### config.mk
export PLATFORM = sky130hd
export DESIGN_NAME = addseq_ctrl_flat
export DESIGN_NICKNAME = d
export VERILOG_FILES = /design/src/rtl/addseq_if.sv /design/src/rtl/addseq_ctrl.sv /design/src/flat_wrapper.sv
export SDC_FILE = /design/constraint.sdc
export NUM_CORES = 1
export LEC_CHECK = 0
export ABC_AREA = 1
export CAP_MARGIN = 10
export CORE_AREA = 2 2 83 85
export DETAILED_ROUTE_END_ITERATION = 12
export DIE_AREA = 0 0 85 87
export PLACE_DENSITY_LB_ADDON = 0.12
export SETUP_SLACK_MARGIN = 0.2
export SLEW_MARGIN = 20
export SYNTH_ARGS = -nofsm -noshare
export SYNTH_HDL_FRONTEND = slang
export SYNTH_SLANG_ARGS = --single-unit
### constraint.sdc
create_clock -name clk -period 3.1 [get_ports clk]
set_input_delay 0.31 -clock clk [delete_from_list [all_inputs] [get_ports clk]]
set_output_delay 0.31 -clock clk [all_outputs]
set_load 0.005 [all_outputs]
### src/rtl/addseq_if.sv
// Command/result bundle between a command source and the addseq_ctrl sequencer.
// Optional sub line is present only when ADDSEQ_SUB_EN is defined.
interface addseq_if #(
  parameter int SIZE  = 4,
  parameter int WORDS = 4
);
  localparam int W = SIZE * WORDS;

  logic         start;
  logic [W-1:0] a;
  logic [W-1:0] b;
  logic         ci;
`ifdef ADDSEQ_SUB_EN
  logic         sub;
`endif
  logic         busy;
  logic         done;
  logic [W-1:0] sum;
  logic         co;

  modport master (
`ifdef ADDSEQ_SUB_EN
    output sub,
`endif
    output start, a, b, ci,
    input  busy, done, sum, co
  );

  modport slave (
`ifdef ADDSEQ_SUB_EN
    input  sub,
`endif
    input  start, a, b, ci,
    output busy, done, sum, co
  );
endinterface

### src/rtl/addseq_ctrl.sv
// Multi-word adder sequencer: one SIZE-bit adder stage reused per word, LSW first.
// Define ADDSEQ_SUB_EN to add the sub input (a - b with no-borrow carry-out).
//
// state | meaning
// IDLE  | waiting for start; operands latched on the accepting edge
// RUN   | one word per cycle through the adder, carry registered between words
// DONE  | one cycle; done and co presented, start ignored
module addseq_ctrl #(
  parameter int SIZE  = 4,
  parameter int WORDS = 4
) (
  input logic      clk,
  input logic      rst_n,
  addseq_if.slave  bus
);
  localparam int W  = SIZE * WORDS;
  localparam int IW = (WORDS > 1) ? $clog2(WORDS) : 1;
  localparam logic [IW-1:0] LAST = IW'(WORDS - 1);

  typedef enum logic [1:0] {IDLE, RUN, DONE} state_t;

  state_t                       state_q, state_nx;
  logic [IW-1:0]                idx_q;
  logic                         carry_q;
  logic                         sub_q;
  logic [WORDS-1:0][SIZE-1:0]   a_q, b_q, sum_q;
  logic                         co_q, busy_q, done_q;
  logic                         busy_nx, done_nx;
  logic                         sub_in;
  logic [SIZE-1:0]              b_word;
  logic [SIZE:0]                add_r;

`ifdef ADDSEQ_SUB_EN
  assign sub_in = bus.sub;
`else
  assign sub_in = 1'b0;
`endif

  always_ff @(posedge clk or negedge rst_n) begin
    if (!rst_n) state_q <= IDLE;
    else        state_q <= state_nx;
  end

  always_comb begin
    state_nx = state_q;
    case (state_q)
      IDLE:    if (bus.start) state_nx = RUN;
      RUN:     if (idx_q == LAST) state_nx = DONE;
      DONE:    state_nx = IDLE;
      default: state_nx = IDLE;
    endcase
  end

  // Outputs are decoded from the next state so busy/done come straight off flops.
  always_comb begin
    busy_nx = (state_nx != IDLE);
    done_nx = (state_nx == DONE);
  end

  always_comb begin
    b_word = b_q[idx_q] ^ {SIZE{sub_q}};
    add_r  = {1'b0, a_q[idx_q]} + {1'b0, b_word} + {{SIZE{1'b0}}, carry_q};
  end

  always_ff @(posedge clk or negedge rst_n) begin
    if (!rst_n) begin
      idx_q   <= '0;
      carry_q <= 1'b0;
      sub_q   <= 1'b0;
      a_q     <= '0;
      b_q     <= '0;
      sum_q   <= '0;
      co_q    <= 1'b0;
      busy_q  <= 1'b0;
      done_q  <= 1'b0;
    end else begin
      busy_q <= busy_nx;
      done_q <= done_nx;
      case (state_q)
        IDLE: if (bus.start) begin
          a_q     <= bus.a;
          b_q     <= bus.b;
          sub_q   <= sub_in;
          // Subtraction is a + ~b + 1, so the initial carry is forced high.
          carry_q <= sub_in | bus.ci;
          idx_q   <= '0;
        end
        RUN: begin
          sum_q[idx_q] <= add_r[SIZE-1:0];
          carry_q      <= add_r[SIZE];
          idx_q        <= idx_q + IW'(1);
          if (idx_q == LAST) co_q <= add_r[SIZE];
        end
        default: ;
      endcase
    end
  end

  assign bus.busy = busy_q;
  assign bus.done = done_q;
  assign bus.sum  = W'(sum_q);
  assign bus.co   = co_q;
endmodule

### src/flat_wrapper.sv
// flat-port wrapper written by rule: the top's interface ports become plain ports
module addseq_ctrl_flat 
#(
  parameter int SIZE  = 4,
  parameter int WORDS = 4
)
  (clk, rst_n, bus_start, bus_a, bus_b, bus_ci, bus_busy, bus_done, bus_sum, bus_co);
  addseq_if #(.SIZE(SIZE), .WORDS(WORDS)) bus_i ();
  input logic clk;
  input logic rst_n;
  input wire logic [$bits(bus_i.start)-1:0] bus_start;
  input wire logic [$bits(bus_i.a)-1:0] bus_a;
  input wire logic [$bits(bus_i.b)-1:0] bus_b;
  input wire logic [$bits(bus_i.ci)-1:0] bus_ci;
  output wire logic [$bits(bus_i.busy)-1:0] bus_busy;
  output wire logic [$bits(bus_i.done)-1:0] bus_done;
  output wire logic [$bits(bus_i.sum)-1:0] bus_sum;
  output wire logic [$bits(bus_i.co)-1:0] bus_co;
  assign bus_i.start = bus_start;
  assign bus_i.a = bus_a;
  assign bus_i.b = bus_b;
  assign bus_i.ci = bus_ci;
  assign bus_busy = bus_i.busy;
  assign bus_done = bus_i.done;
  assign bus_sum = bus_i.sum;
  assign bus_co = bus_i.co;
  addseq_ctrl #(.SIZE(SIZE), .WORDS(WORDS)) u_core (.clk(clk), .rst_n(rst_n), .bus(bus_i));
endmodule
==> metrics <==
outcome completed; Synth Register Bits 56; pre-CTS setup slack 697 ps; H-tree depth 2; NetSw 1.43 mW; crit path DAT 2680 ps; Clk Tree Root Cell clkbuf_8; Final Instance Area 3250 um^2; Reg area 1400 um^2; share of layout cells above drive strength 1 5.51%; area of the multi-input gates 1020 um^2; area delta synth->final 27.8%; worst-margin pin slew 608 ps; nets 407; core area 6570 um^2; Crit. End Element flop; largest net degree at the start of global routing 34; wire per inst 11.5 um; CTS tree yes; Relative slew margins 59.4%; Mapped Nets 351; met1 Use GR 19.3%; Final Hold Viols 0; Sw Ratio 41.7%; area leader, netlist dfrtp_1; vias per cell 4.57; die width 85 um; post-placement cell area 3160 um^2; ys async rst share 100%; Post-synth EDFFs 0; crit-path max FO 11; post-synth top area share 55.1%; clock net sink count 56; Worst VDD drop 407 uV; Clock Power Share 11.8%; routed via count 2025; WL final 5.10 mm; TNS Setup 0 ps; Post-CTS Resized 0; total CTS buffers 5; Routed Antenna Nets 0; static leakage 1.65 nW; Final setup violation count 0; clock tree buffer depth 2; M3 GR Usage 3.41%; DRT iter0 DRCs 77; final period utilization 78.9%; top area cells in the synthesized netlist dfrtp_1 (55%), nand2_1 (22%), o21ai_0 (4.7%), ha_1 (3.4%), nand3_1 (2.6%); Initial Util 38.7%; Fmax 409 MHz; Main synth FF type dfrtp_1; kind of critical path reg -> reg; drt pass-1 iters 4; internal power 1.99 mW; first-pass GRT wire length 8.78 mm; clk_skew 5.61 ps; unrepaired setup endpoints after global routing no; Mapped Area 2540 um^2; Worst EP required 3330 ps; Syn. warnings 0; fin worst setup slack 654 ps; GRT overflow 0; Max Slew Vio Count 0; Mapped Cells 306; Clk pin slew, worst setup/hold paths 100 ps; Pwr Density 1050 nW/um^2; Die Area 7400 um^2; most instantiated library cell after synthesis nand2_1; most instantiated cells after synthesis nand2_1 (150), dfrtp_1 (56), o21ai_0 (24); io pins 55; Inserted Diodes 0; mean cell area of the mapped netlist 8.31 um^2; GP Congestion 0.778; # Max-Cap Violations 0; register area share after synthesis 55.1%; die height 87 um; total track usage 15.0%; number of global-route vias before repair 1935; Filler cells 656; Seq pwr share 37.5%; Clk Latency, worst-skew pair 310 ps; Hold WC Path Type in -> async; Critical Path Source Type flop; Period minus WS final 2450 ps; power after layout 3.42 mW; Port Buffers 54; busiest layer in global routing met2; initial antenna violation count 0; M2 GR Usage 24.9%; Comb power frac 50.6%; hold-fix buffer count after cts 0; DR DRC count 0; dpl hpwl 3.85 mm; FP Rows 30; Synth cell types 20; post-CTS setup buffers 0
==> worst max-delay path, cell delays in order, from the launching register on <==
cell      delay, ps
dfrtp_1         560
clkinv_1        340
o21ai_0         160
o22ai_1         120
fa_1            470
inv_1            90
fa_1            450
o21ai_0         180
==> flip-flops by register name, summed over array words and instances (netlist names) <==
name             count
u_core.bus.busy      1
u_core.bus.done      1
u_core.b_q          16
u_core.state_q       2
u_core.bus.sum      16
u_core.bus.co        1
u_core.carry_q       1
u_core.idx_q         2
u_core.a_q          16
==> metrics by stage <==
step	utilization, %	cells	hold slack (ps)
CTS	49.5	443	20.4
global route	49.5	443	37.5
finish	49.5	443	1.43
detailed placement	48.1	435	362
floorplan	-	306	14.4
global placement	48.1	435	365
==> area by class of cell <==
type	instances	share of cell area [%]
flip-flops and latches	56	43.1
multi-input cells	223	31.4
repair buffers	59	17.6
well taps	80	3.08
clock buffers	6	2.54
inverters	17	1.96
clock inverters	2	0.308
==> final timing paths <==
check                               endpoint  slack, ps       startpoint  cells past startpoint
max                        u_core.bus.sum[1]        650  u_core.idx_q[1]                      7
min                            u_core.a_q[4]          1            rst_n                      1
max reg2reg                u_core.bus.sum[1]        650  u_core.idx_q[1]                      7
min reg2reg                   u_core.a_q[10]        480   u_core.a_q[10]                      2
max in group asynchronous      u_core.b_q[7]       2450            rst_n                      2
min in group clk              u_core.a_q[10]        480   u_core.a_q[10]                      2
==> cells in the final DEF, fill, tap and decap left out, drive strengths merged <==
master / count
a21oi: 2
nand3: 13
buf: 6
clkbuf: 6
ha: 7
clkinv: 4
inv: 15
o22ai: 6
dfrtp: 56
o21ai: 24
xnor2: 1
clkdlybuf4s50: 53
nor2: 17
fa: 2
nand2: 151
==> power by group through the flow <==
stage	Combinational, mW	Clock, mW	Sequential (mW)
after floorplan	1.21	0	1.25
after global placement	1.72	0	1.30
after detailed placement	1.76	0	1.30
after CTS	1.77	0.423	1.29
after global routing	2.02	0.452	1.33
final	1.73	0.405	1.28
==> cells by family after synthesis <==
logic type	count (synthesis)	synth area share (%)
and+or+nand+nor	181	28.1
adders and majority gates	9	5.02
xor gates and xnor gates	1	0.344
buffers and inverters	27	4.82
DFF	56	55.1
AOI/OAI and AO/OA	32	6.59
==> layer usage <==
layer / vias to the layer above / part of all wire, %
met3: 6 / 4.0
li1: 1065 / -
met4: 0 / 1.5
met2: 40 / 47
met5: - / 0
met1: 914 / 48
Power figures use the tool's default switching activity.
